<file path="config.mk">
export PLATFORM = sky130hd
export DESIGN_NAME = pipeline_hazard_controller_flat
export DESIGN_NICKNAME = d
export VERILOG_FILES = /design/src/rtl/pipeline_hazard_controller_if.sv /design/src/rtl/pipeline_hazard_controller.sv /design/src/flat_wrapper.sv
export SDC_FILE = /design/constraint.sdc
export NUM_CORES = 1
export LEC_CHECK = 0
export CAP_MARGIN = 20
export CORE_MARGIN = 5
export CORE_UTILIZATION = 50
export DETAILED_ROUTE_END_ITERATION = 6
export HOLD_SLACK_MARGIN = 0.1
export PLACE_DENSITY = 0.83
export SETUP_SLACK_MARGIN = 0.5
export SLEW_MARGIN = 20
export SYNTH_ARGS = -nofsm -noshare
export SYNTH_HDL_FRONTEND = slang
export SYNTH_SLANG_ARGS = --single-unit
</file>
<file path="constraint.sdc">
create_clock -name CLK -period 2.69 [get_ports CLK]
set_clock_uncertainty 0.2 [all_clocks]
set_input_delay 0.538 -clock CLK [delete_from_list [all_inputs] [get_ports CLK]]
set_output_delay 0.538 -clock CLK [all_outputs]
set_load 0.03 [all_outputs]
</file>
<file path="src/rtl/pipeline_hazard_controller_if.sv">
// Decode-side bundle between the decode stage and the hazard controller.
// master = decode/fetch side, slave = hazard controller.
interface pipeline_hazard_controller_if;
  logic        valid_IN;
  logic [2:0]  srcA_IN;
  logic [2:0]  srcB_IN;
  logic        srcA_use_IN;
  logic        srcB_use_IN;
  logic [2:0]  writeAd_IN;
  logic        write_IN;
  logic        ADR_MUX_IN;
  logic        PC_load_IN;

  logic [2:0]  writeAd_OUT;
  logic        write_OUT;
  logic        ADR_MUX_OUT;
  logic        PC_load_OUT;
  logic        stall_OUT;
  logic        issue_OUT;
  logic        flush_OUT;
  logic [15:0] stall_cnt_OUT;

  modport master (
    output valid_IN, srcA_IN, srcB_IN, srcA_use_IN, srcB_use_IN,
    output writeAd_IN, write_IN, ADR_MUX_IN, PC_load_IN,
    input  writeAd_OUT, write_OUT, ADR_MUX_OUT, PC_load_OUT,
    input  stall_OUT, issue_OUT, flush_OUT, stall_cnt_OUT
  );

  modport slave (
    input  valid_IN, srcA_IN, srcB_IN, srcA_use_IN, srcB_use_IN,
    input  writeAd_IN, write_IN, ADR_MUX_IN, PC_load_IN,
    output writeAd_OUT, write_OUT, ADR_MUX_OUT, PC_load_OUT,
    output stall_OUT, issue_OUT, flush_OUT, stall_cnt_OUT
  );
endinterface

</file>
<file path="src/rtl/pipeline_hazard_controller.sv">
// Decode hazard controller: write scoreboard stalls RAW reads, PC loads kill FLUSH_CYCLES fetches; control to next stage after 1 cycle, stall holds decode.
// Define HAZARD_BYPASS_EN to compare only scoreboard entry 0 (older results assumed forwarded).
module pipeline_hazard_controller #(
  parameter int DEPTH        = 3,
  parameter int FLUSH_CYCLES = 2
) (
  input  logic                         CLK,
  input  logic                         RST_N,
  pipeline_hazard_controller_if.slave  hz
);

`ifdef HAZARD_BYPASS_EN
  localparam int MATCH_N = 1;
`else
  localparam int MATCH_N = DEPTH;
`endif
  localparam logic [3:0] FLUSH_LOAD = 4'(FLUSH_CYCLES);

  typedef enum logic {RUN = 1'b0, FLUSH = 1'b1} state_t;

  state_t      state;
  logic [3:0]  flush_cnt;
  logic        flush_q;
  logic [DEPTH-1:0] sb_vld;
  logic [2:0]  sb_addr [DEPTH];

  logic        hit_a;
  logic        hit_b;
  logic        hazard;
  logic        stall;
  logic        issue;

  logic [2:0]  wa_q;
  logic        w_q;
  logic        am_q;
  logic        pl_q;
  logic [15:0] stall_cnt;

  always_comb begin
    hit_a = 1'b0;
    hit_b = 1'b0;
    for (int k = 0; k < DEPTH; k++) begin
      if ((k < MATCH_N) && sb_vld[k]) begin
        if (sb_addr[k] == hz.srcA_IN) hit_a = 1'b1;
        if (sb_addr[k] == hz.srcB_IN) hit_b = 1'b1;
      end
    end
    // r0 is hard-wired zero, so reads of it never wait on a writer
    hazard = hz.valid_IN &
             ((hz.srcA_use_IN & (hz.srcA_IN != 3'd0) & hit_a) |
              (hz.srcB_use_IN & (hz.srcB_IN != 3'd0) & hit_b));
    stall  = hazard | (state == FLUSH);
    issue  = hz.valid_IN & ~stall;
  end

  always_ff @(posedge CLK) begin
    if (!RST_N) begin
      state     <= RUN;
      flush_cnt <= 4'd0;
      flush_q   <= 1'b0;
      sb_vld    <= '0;
      for (int k = 0; k < DEPTH; k++) sb_addr[k] <= 3'd0;
      wa_q      <= 3'd0;
      w_q       <= 1'b0;
      am_q      <= 1'b0;
      pl_q      <= 1'b0;
      stall_cnt <= 16'd0;
    end else begin
      case (state)
        RUN: begin
          if (issue && hz.PC_load_IN) begin
            state     <= FLUSH;
            flush_cnt <= FLUSH_LOAD;
            flush_q   <= 1'b1;
          end
        end
        FLUSH: begin
          flush_cnt <= flush_cnt - 4'd1;
          if (flush_cnt <= 4'd1) begin
            state   <= RUN;
            flush_q <= 1'b0;
          end
        end
        default: begin
          state   <= RUN;
          flush_q <= 1'b0;
        end
      endcase

      // The chain advances even while stalled, so a RAW stall lasts at most DEPTH cycles
      for (int k = 1; k < DEPTH; k++) begin
        sb_vld[k]  <= sb_vld[k-1];
        sb_addr[k] <= sb_addr[k-1];
      end
      if (issue && hz.write_IN && (hz.writeAd_IN != 3'd0)) begin
        sb_vld[0]  <= 1'b1;
        sb_addr[0] <= hz.writeAd_IN;
      end else begin
        sb_vld[0]  <= 1'b0;
        sb_addr[0] <= 3'd0;
      end

      if (issue) begin
        wa_q <= hz.writeAd_IN;
        w_q  <= hz.write_IN;
        am_q <= hz.ADR_MUX_IN;
        pl_q <= hz.PC_load_IN;
      end else begin
        wa_q <= 3'd0;
        w_q  <= 1'b0;
        am_q <= 1'b0;
        pl_q <= 1'b0;
      end

      if (hz.valid_IN && stall && (stall_cnt != 16'hFFFF))
        stall_cnt <= stall_cnt + 16'd1;
    end
  end

  assign hz.stall_OUT     = stall;
  assign hz.issue_OUT     = issue;
  assign hz.flush_OUT     = flush_q;
  assign hz.writeAd_OUT   = wa_q;
  assign hz.write_OUT     = w_q;
  assign hz.ADR_MUX_OUT   = am_q;
  assign hz.PC_load_OUT   = pl_q;
  assign hz.stall_cnt_OUT = stall_cnt;

endmodule

</file>
<file path="src/flat_wrapper.sv">
// flat-port wrapper written by rule: the top's interface ports become plain ports
module pipeline_hazard_controller_flat 
#(
  parameter int DEPTH        = 3,
  parameter int FLUSH_CYCLES = 2
)
  (CLK, RST_N, hz_valid_IN, hz_srcA_IN, hz_srcB_IN, hz_srcA_use_IN, hz_srcB_use_IN, hz_writeAd_IN, hz_write_IN, hz_ADR_MUX_IN, hz_PC_load_IN, hz_writeAd_OUT, hz_write_OUT, hz_ADR_MUX_OUT, hz_PC_load_OUT, hz_stall_OUT, hz_issue_OUT, hz_flush_OUT, hz_stall_cnt_OUT);
  pipeline_hazard_controller_if hz_i ();
  input  logic CLK;
  input  logic RST_N;
  input wire logic [$bits(hz_i.valid_IN)-1:0] hz_valid_IN;
  input wire logic [$bits(hz_i.srcA_IN)-1:0] hz_srcA_IN;
  input wire logic [$bits(hz_i.srcB_IN)-1:0] hz_srcB_IN;
  input wire logic [$bits(hz_i.srcA_use_IN)-1:0] hz_srcA_use_IN;
  input wire logic [$bits(hz_i.srcB_use_IN)-1:0] hz_srcB_use_IN;
  input wire logic [$bits(hz_i.writeAd_IN)-1:0] hz_writeAd_IN;
  input wire logic [$bits(hz_i.write_IN)-1:0] hz_write_IN;
  input wire logic [$bits(hz_i.ADR_MUX_IN)-1:0] hz_ADR_MUX_IN;
  input wire logic [$bits(hz_i.PC_load_IN)-1:0] hz_PC_load_IN;
  output wire logic [$bits(hz_i.writeAd_OUT)-1:0] hz_writeAd_OUT;
  output wire logic [$bits(hz_i.write_OUT)-1:0] hz_write_OUT;
  output wire logic [$bits(hz_i.ADR_MUX_OUT)-1:0] hz_ADR_MUX_OUT;
  output wire logic [$bits(hz_i.PC_load_OUT)-1:0] hz_PC_load_OUT;
  output wire logic [$bits(hz_i.stall_OUT)-1:0] hz_stall_OUT;
  output wire logic [$bits(hz_i.issue_OUT)-1:0] hz_issue_OUT;
  output wire logic [$bits(hz_i.flush_OUT)-1:0] hz_flush_OUT;
  output wire logic [$bits(hz_i.stall_cnt_OUT)-1:0] hz_stall_cnt_OUT;
  assign hz_i.valid_IN = hz_valid_IN;
  assign hz_i.srcA_IN = hz_srcA_IN;
  assign hz_i.srcB_IN = hz_srcB_IN;
  assign hz_i.srcA_use_IN = hz_srcA_use_IN;
  assign hz_i.srcB_use_IN = hz_srcB_use_IN;
  assign hz_i.writeAd_IN = hz_writeAd_IN;
  assign hz_i.write_IN = hz_write_IN;
  assign hz_i.ADR_MUX_IN = hz_ADR_MUX_IN;
  assign hz_i.PC_load_IN = hz_PC_load_IN;
  assign hz_writeAd_OUT = hz_i.writeAd_OUT;
  assign hz_write_OUT = hz_i.write_OUT;
  assign hz_ADR_MUX_OUT = hz_i.ADR_MUX_OUT;
  assign hz_PC_load_OUT = hz_i.PC_load_OUT;
  assign hz_stall_OUT = hz_i.stall_OUT;
  assign hz_issue_OUT = hz_i.issue_OUT;
  assign hz_flush_OUT = hz_i.flush_OUT;
  assign hz_stall_cnt_OUT = hz_i.stall_cnt_OUT;
  pipeline_hazard_controller #(.DEPTH(DEPTH), .FLUSH_CYCLES(FLUSH_CYCLES)) u_core (.CLK(CLK), .RST_N(RST_N), .hz(hz_i));
endmodule
</file>
==> impl_summary.log <==
INFO  metric timing.reg2reg.setup_slack = 260 ps
INFO  metric port_buffers = 41
INFO  metric sink_count = 40
INFO  metric cp-endpoint = hz_stall_OUT
INFO  metric via_count_of_the_first_global_routing_pass = 1,551
INFO  metric max_ir_drop_vdd = 411.4 uV
INFO  metric layout-drive-gt1-share = about a fifth
INFO  metric dieArea = 0.005149 mm^2
INFO  metric capture_instance_of_the_worst_register_to_register_path = u_core.hz.stall_cnt_OUT[5]
INFO  metric cpMaxStageDelayCell = sky130_fd_sc_hd__clkdlybuf4s15_2
INFO  metric worstSetupPathType = input pin to output pin
INFO  metric tritoncts = yes
INFO  metric power_leakage = between 1 and 1.5 nW
INFO  metric die_width = between 70 and 80 um
INFO  metric post-synth-top-area-fraction = 32.55%
INFO  metric floorplan.rows = 22
INFO  metric syn_area_per_cell = 9.487 um^2
INFO  metric hold_violations = 0
INFO  metric layout.cells.most_common = sky130_fd_sc_hd__dfxtp_1
INFO  metric cp.buffers_inverters = 2
INFO  metric start_point_of_the_critical_path = hz_srcB_IN[2]
INFO  metric timing.hold.ws = 309.7 ps
INFO  metric grt_first_pass_wirelength = just under 7000 um
INFO  metric ys.flop_type = sky130_fd_sc_hd__dfxtp_1
INFO  metric async_set_reset_flop_share_out_of_synthesis = 0%
INFO  metric drt-wirelength-per-cell = around 15 um
INFO  metric critical_path.startpoint_type = input pin
INFO  metric synth-seq-area-share = between 40% and 50%
INFO  metric diodes = 0
INFO  metric yosysUniqueCellTypes = 36
INFO  metric synth_enable_flop_cells = 9
INFO  metric drv_cap = 0
INFO  metric die_y = 71.76 um
INFO  metric switchingPower = ~0.32 mW
INFO  metric met1_length = 2108 um
INFO  metric share_seq_of_total_power = 49.4%
INFO  metric grt_antenna_before_repair = 0
INFO  metric initial_cell_density_of_the_core = 51.70%
INFO  metric timing.critical_path.required = slightly below 2000 ps
INFO  metric timing.hold.worst.class = flip-flop to flip-flop
INFO  metric ctsLongestPathBuffers = 2
INFO  metric finalCritPeriodShare = a little under 100%
INFO  metric power_report.internal_total = 1.005 mW
INFO  metric critical_path_depth = 7
INFO  metric cts.clk_slew.worst_paths = ~70 ps
INFO  metric critical_path.reg2reg.startpoint = u_core.sb_addr[0][8]
INFO  metric design.portCount = 42
INFO  metric setup_failing_eps_final = 0
INFO  metric timing.critical_path.slowest_cell_delay = approximately 270 ps
INFO  metric ys_top_cells_by_area = sky130_fd_sc_hd__dfxtp_1 (33%), sky130_fd_sc_hd__edfxtp_1 (14%), sky130_fd_sc_hd__xnor2_1 (8.3%)
INFO  metric layout_common_cells = sky130_fd_sc_hd__dfxtp_1 (29), sky130_fd_sc_hd__clkdlybuf4s50_1 (25), sky130_fd_sc_hd__xnor2_1 (16), sky130_fd_sc_hd__o21ai_0 (13)
INFO  metric report.final.slew_viol_count = 0
INFO  metric critical_path_peak_fanout = 4
INFO  metric final_antenna_net_count = 0
INFO  metric met2RoutedLength = 2255 um
INFO  metric dpl.hpwl = approximately 3200 um
INFO  metric global_route.usage.total = 17.42%
INFO  metric power.share.clock = 36.1%
INFO  metric synth_seq_cells = 40
INFO  metric wl_met3 = around 280 um
INFO  metric grt_setup_unrepaired = yes
INFO  metric finalCriticalPeriod = approximately 2700 ps
INFO  metric area_delta_synth_final = 42.65%
INFO  metric post-layout-total-power = 1.329 mW
INFO  metric result_of_the_run = finished clean
INFO  metric drcViolationCount = 0
INFO  metric maximum_number_of_pins_on_one_net_before_global_route_repair = 21
INFO  metric worst_path_cell_trace = clkdlybuf4s15_2, xnor2_1, nand4_1, a31oi_4, o21ai_0, nand2_1, buf_4
INFO  metric gpl.final_weighted_congestion = 0.8098
INFO  metric power_density = 488.5 mW/mm^2
INFO  metric p_comb_share = about 14%
INFO  metric mappedNetlistArea = about 0.0019 mm^2
INFO  metric final_nets = 286
INFO  metric synthesized_instance_count = 201
INFO  metric cts.htree.levels = 2
INFO  metric first_pass_iters = 4
INFO  metric clock-root-buffer = sky130_fd_sc_hd__clkbuf_8
INFO  metric netSwitchingFraction = 24.33%
INFO  metric via_per_inst = 5.419
INFO  metric routed-via-count = ~1.7k
INFO  metric yosys_warnings = 0
INFO  metric max_freq = 0.3750 GHz
INFO  metric netlist.top_cell.by_area = sky130_fd_sc_hd__dfxtp_1
INFO  metric worstRegToRegCells = 8
INFO  metric clkLatencyLatePin = around 300 ps
INFO  metric coreArea = 0.003689 mm^2
INFO  metric cp_top_family = buffers and inverters
INFO  metric dr_iter_0_viols = 68
INFO  metric uppermost_metal_layer_occupied_by_signal_nets = met4
INFO  metric routed_wirelength = 4738 um
INFO  metric global_route.overflow_total = 0
INFO  metric worst_setup_path_end_kind = output pin
INFO  metric crit_arrival = 1930 ps
INFO  metric numCtsBuffers = 5
-- worst register-to-register path: stages, from the launching register on --
cell and delay [ps]:
sky130_fd_sc_hd__edfxtp_1 440, sky130_fd_sc_hd__xnor2_1 260, sky130_fd_sc_hd__nand4_1 190, sky130_fd_sc_hd__a31oi_4 250, sky130_fd_sc_hd__buf_4 140, sky130_fd_sc_hd__o31ai_2 90, sky130_fd_sc_hd__buf_4 190, sky130_fd_sc_hd__or4_1 460
sky130_fd_sc_hd__a21oi_1 150
-- cell usage after synthesis, drive strengths merged (5+ instances only) --
master	number
or3	12
nor2	12
o31ai	5
o21ai	14
xnor2	18
nand4	11
nand2	12
nand3	10
edfxtp	9
and2	9
inv	9
a21oi	14
dfxtp	31
-- worst min-delay path by stage --
stage                                      from                          end  slack (ps)  depth (start not counted)
floorplan                      u_core.sb_vld[1]             u_core.sb_vld[2]         250                          1
global placement     u_core.hz.stall_cnt_OUT[6]   u_core.hz.stall_cnt_OUT[6]         290                          2
detailed placement   u_core.hz.stall_cnt_OUT[6]   u_core.hz.stall_cnt_OUT[6]         280                          2
CTS                  u_core.hz.stall_cnt_OUT[6]   u_core.hz.stall_cnt_OUT[6]         300                          2
global route        u_core.hz.stall_cnt_OUT[10]  u_core.hz.stall_cnt_OUT[10]         330                          2
finish                      u_core.flush_cnt[0]          u_core.flush_cnt[0]         310                          2
-- through the flow --
step / setup slack, ps / setup TNS, ps / cells / cell area (um^2) / util (%)
floorplan: 477.8 / 0 / 209 / 1953 / -
CTS: 161.9 / 0 / 309 / 2571 / 69.71
global placement: -162.7 / -1849 / 301 / 2454 / 66.52
global route: -14.35 / -14.35 / 315 / 2720 / 73.74
finish: 23.08 / 0 / 315 / 2720 / 73.74
detailed placement: -235.5 / -3457 / 301 / 2454 / 66.52
-- area by class of cell --
type	instances	area, um^2
Multi-Input combinational cell	152	1064
Inverter	10	37.54
Tap cell	48	60.06
Fill cell	269	968.4
Clock inverter	2	35.03
Sequential cell	40	893.4
Clock buffer	6	72.57
Timing Repair Buffer	57	558.0
-- state kept, by name (all words and copies together) (netlist names), 3 cells and up --
signal                   flops
u_core.flush_cnt             4
u_core.hz.stall_cnt_OUT     16
u_core.hz.writeAd_OUT        3
u_core.sb_addr               9
u_core.sb_vld                3
-- timing repair --
item                       CTS  global route
cloned                       0             2
gates resized for setup     27            23
setup endpoints to repair   36            32
pin swaps                    7            12
buffers inserted             0             4
hold buffers                 0             0
-- cells by family after synthesis --
logic type      Yosys count  synth area share [%]
flops                    40                 46.72
buf+inv                  17                 4.068
xor+xnor                 20                 9.186
other cells               1                0.1967
mux                       2                 1.050
fa+ha+maj                 3                 1.969
compound gates           40                 13.98
simple gates             78                 22.83
-- power by group through the flow --
stage | logic [mW] | clock network (mW) | registers [mW]
2_1_floorplan | 0.0879 | 0 | 0.675
3_3_place_gp | 0.164 | 0 | 0.668
3_5_place_dp | 0.168 | 0 | 0.669
4_1_cts | 0.169 | 0.491 | 0.655
5_1_grt | 0.207 | 0.515 | 0.659
6_report | 0.192 | 0.480 | 0.656
-- routing by layer --
layer | global-route usage (%) | vias up
met5 | 0 | -
met2 | 28.06 | 48
met1 | 20.93 | 809
li1 | - | 842
met4 | 8.142 | 0
met3 | 5.750 | 8
(Power assumes the default switching activity.)
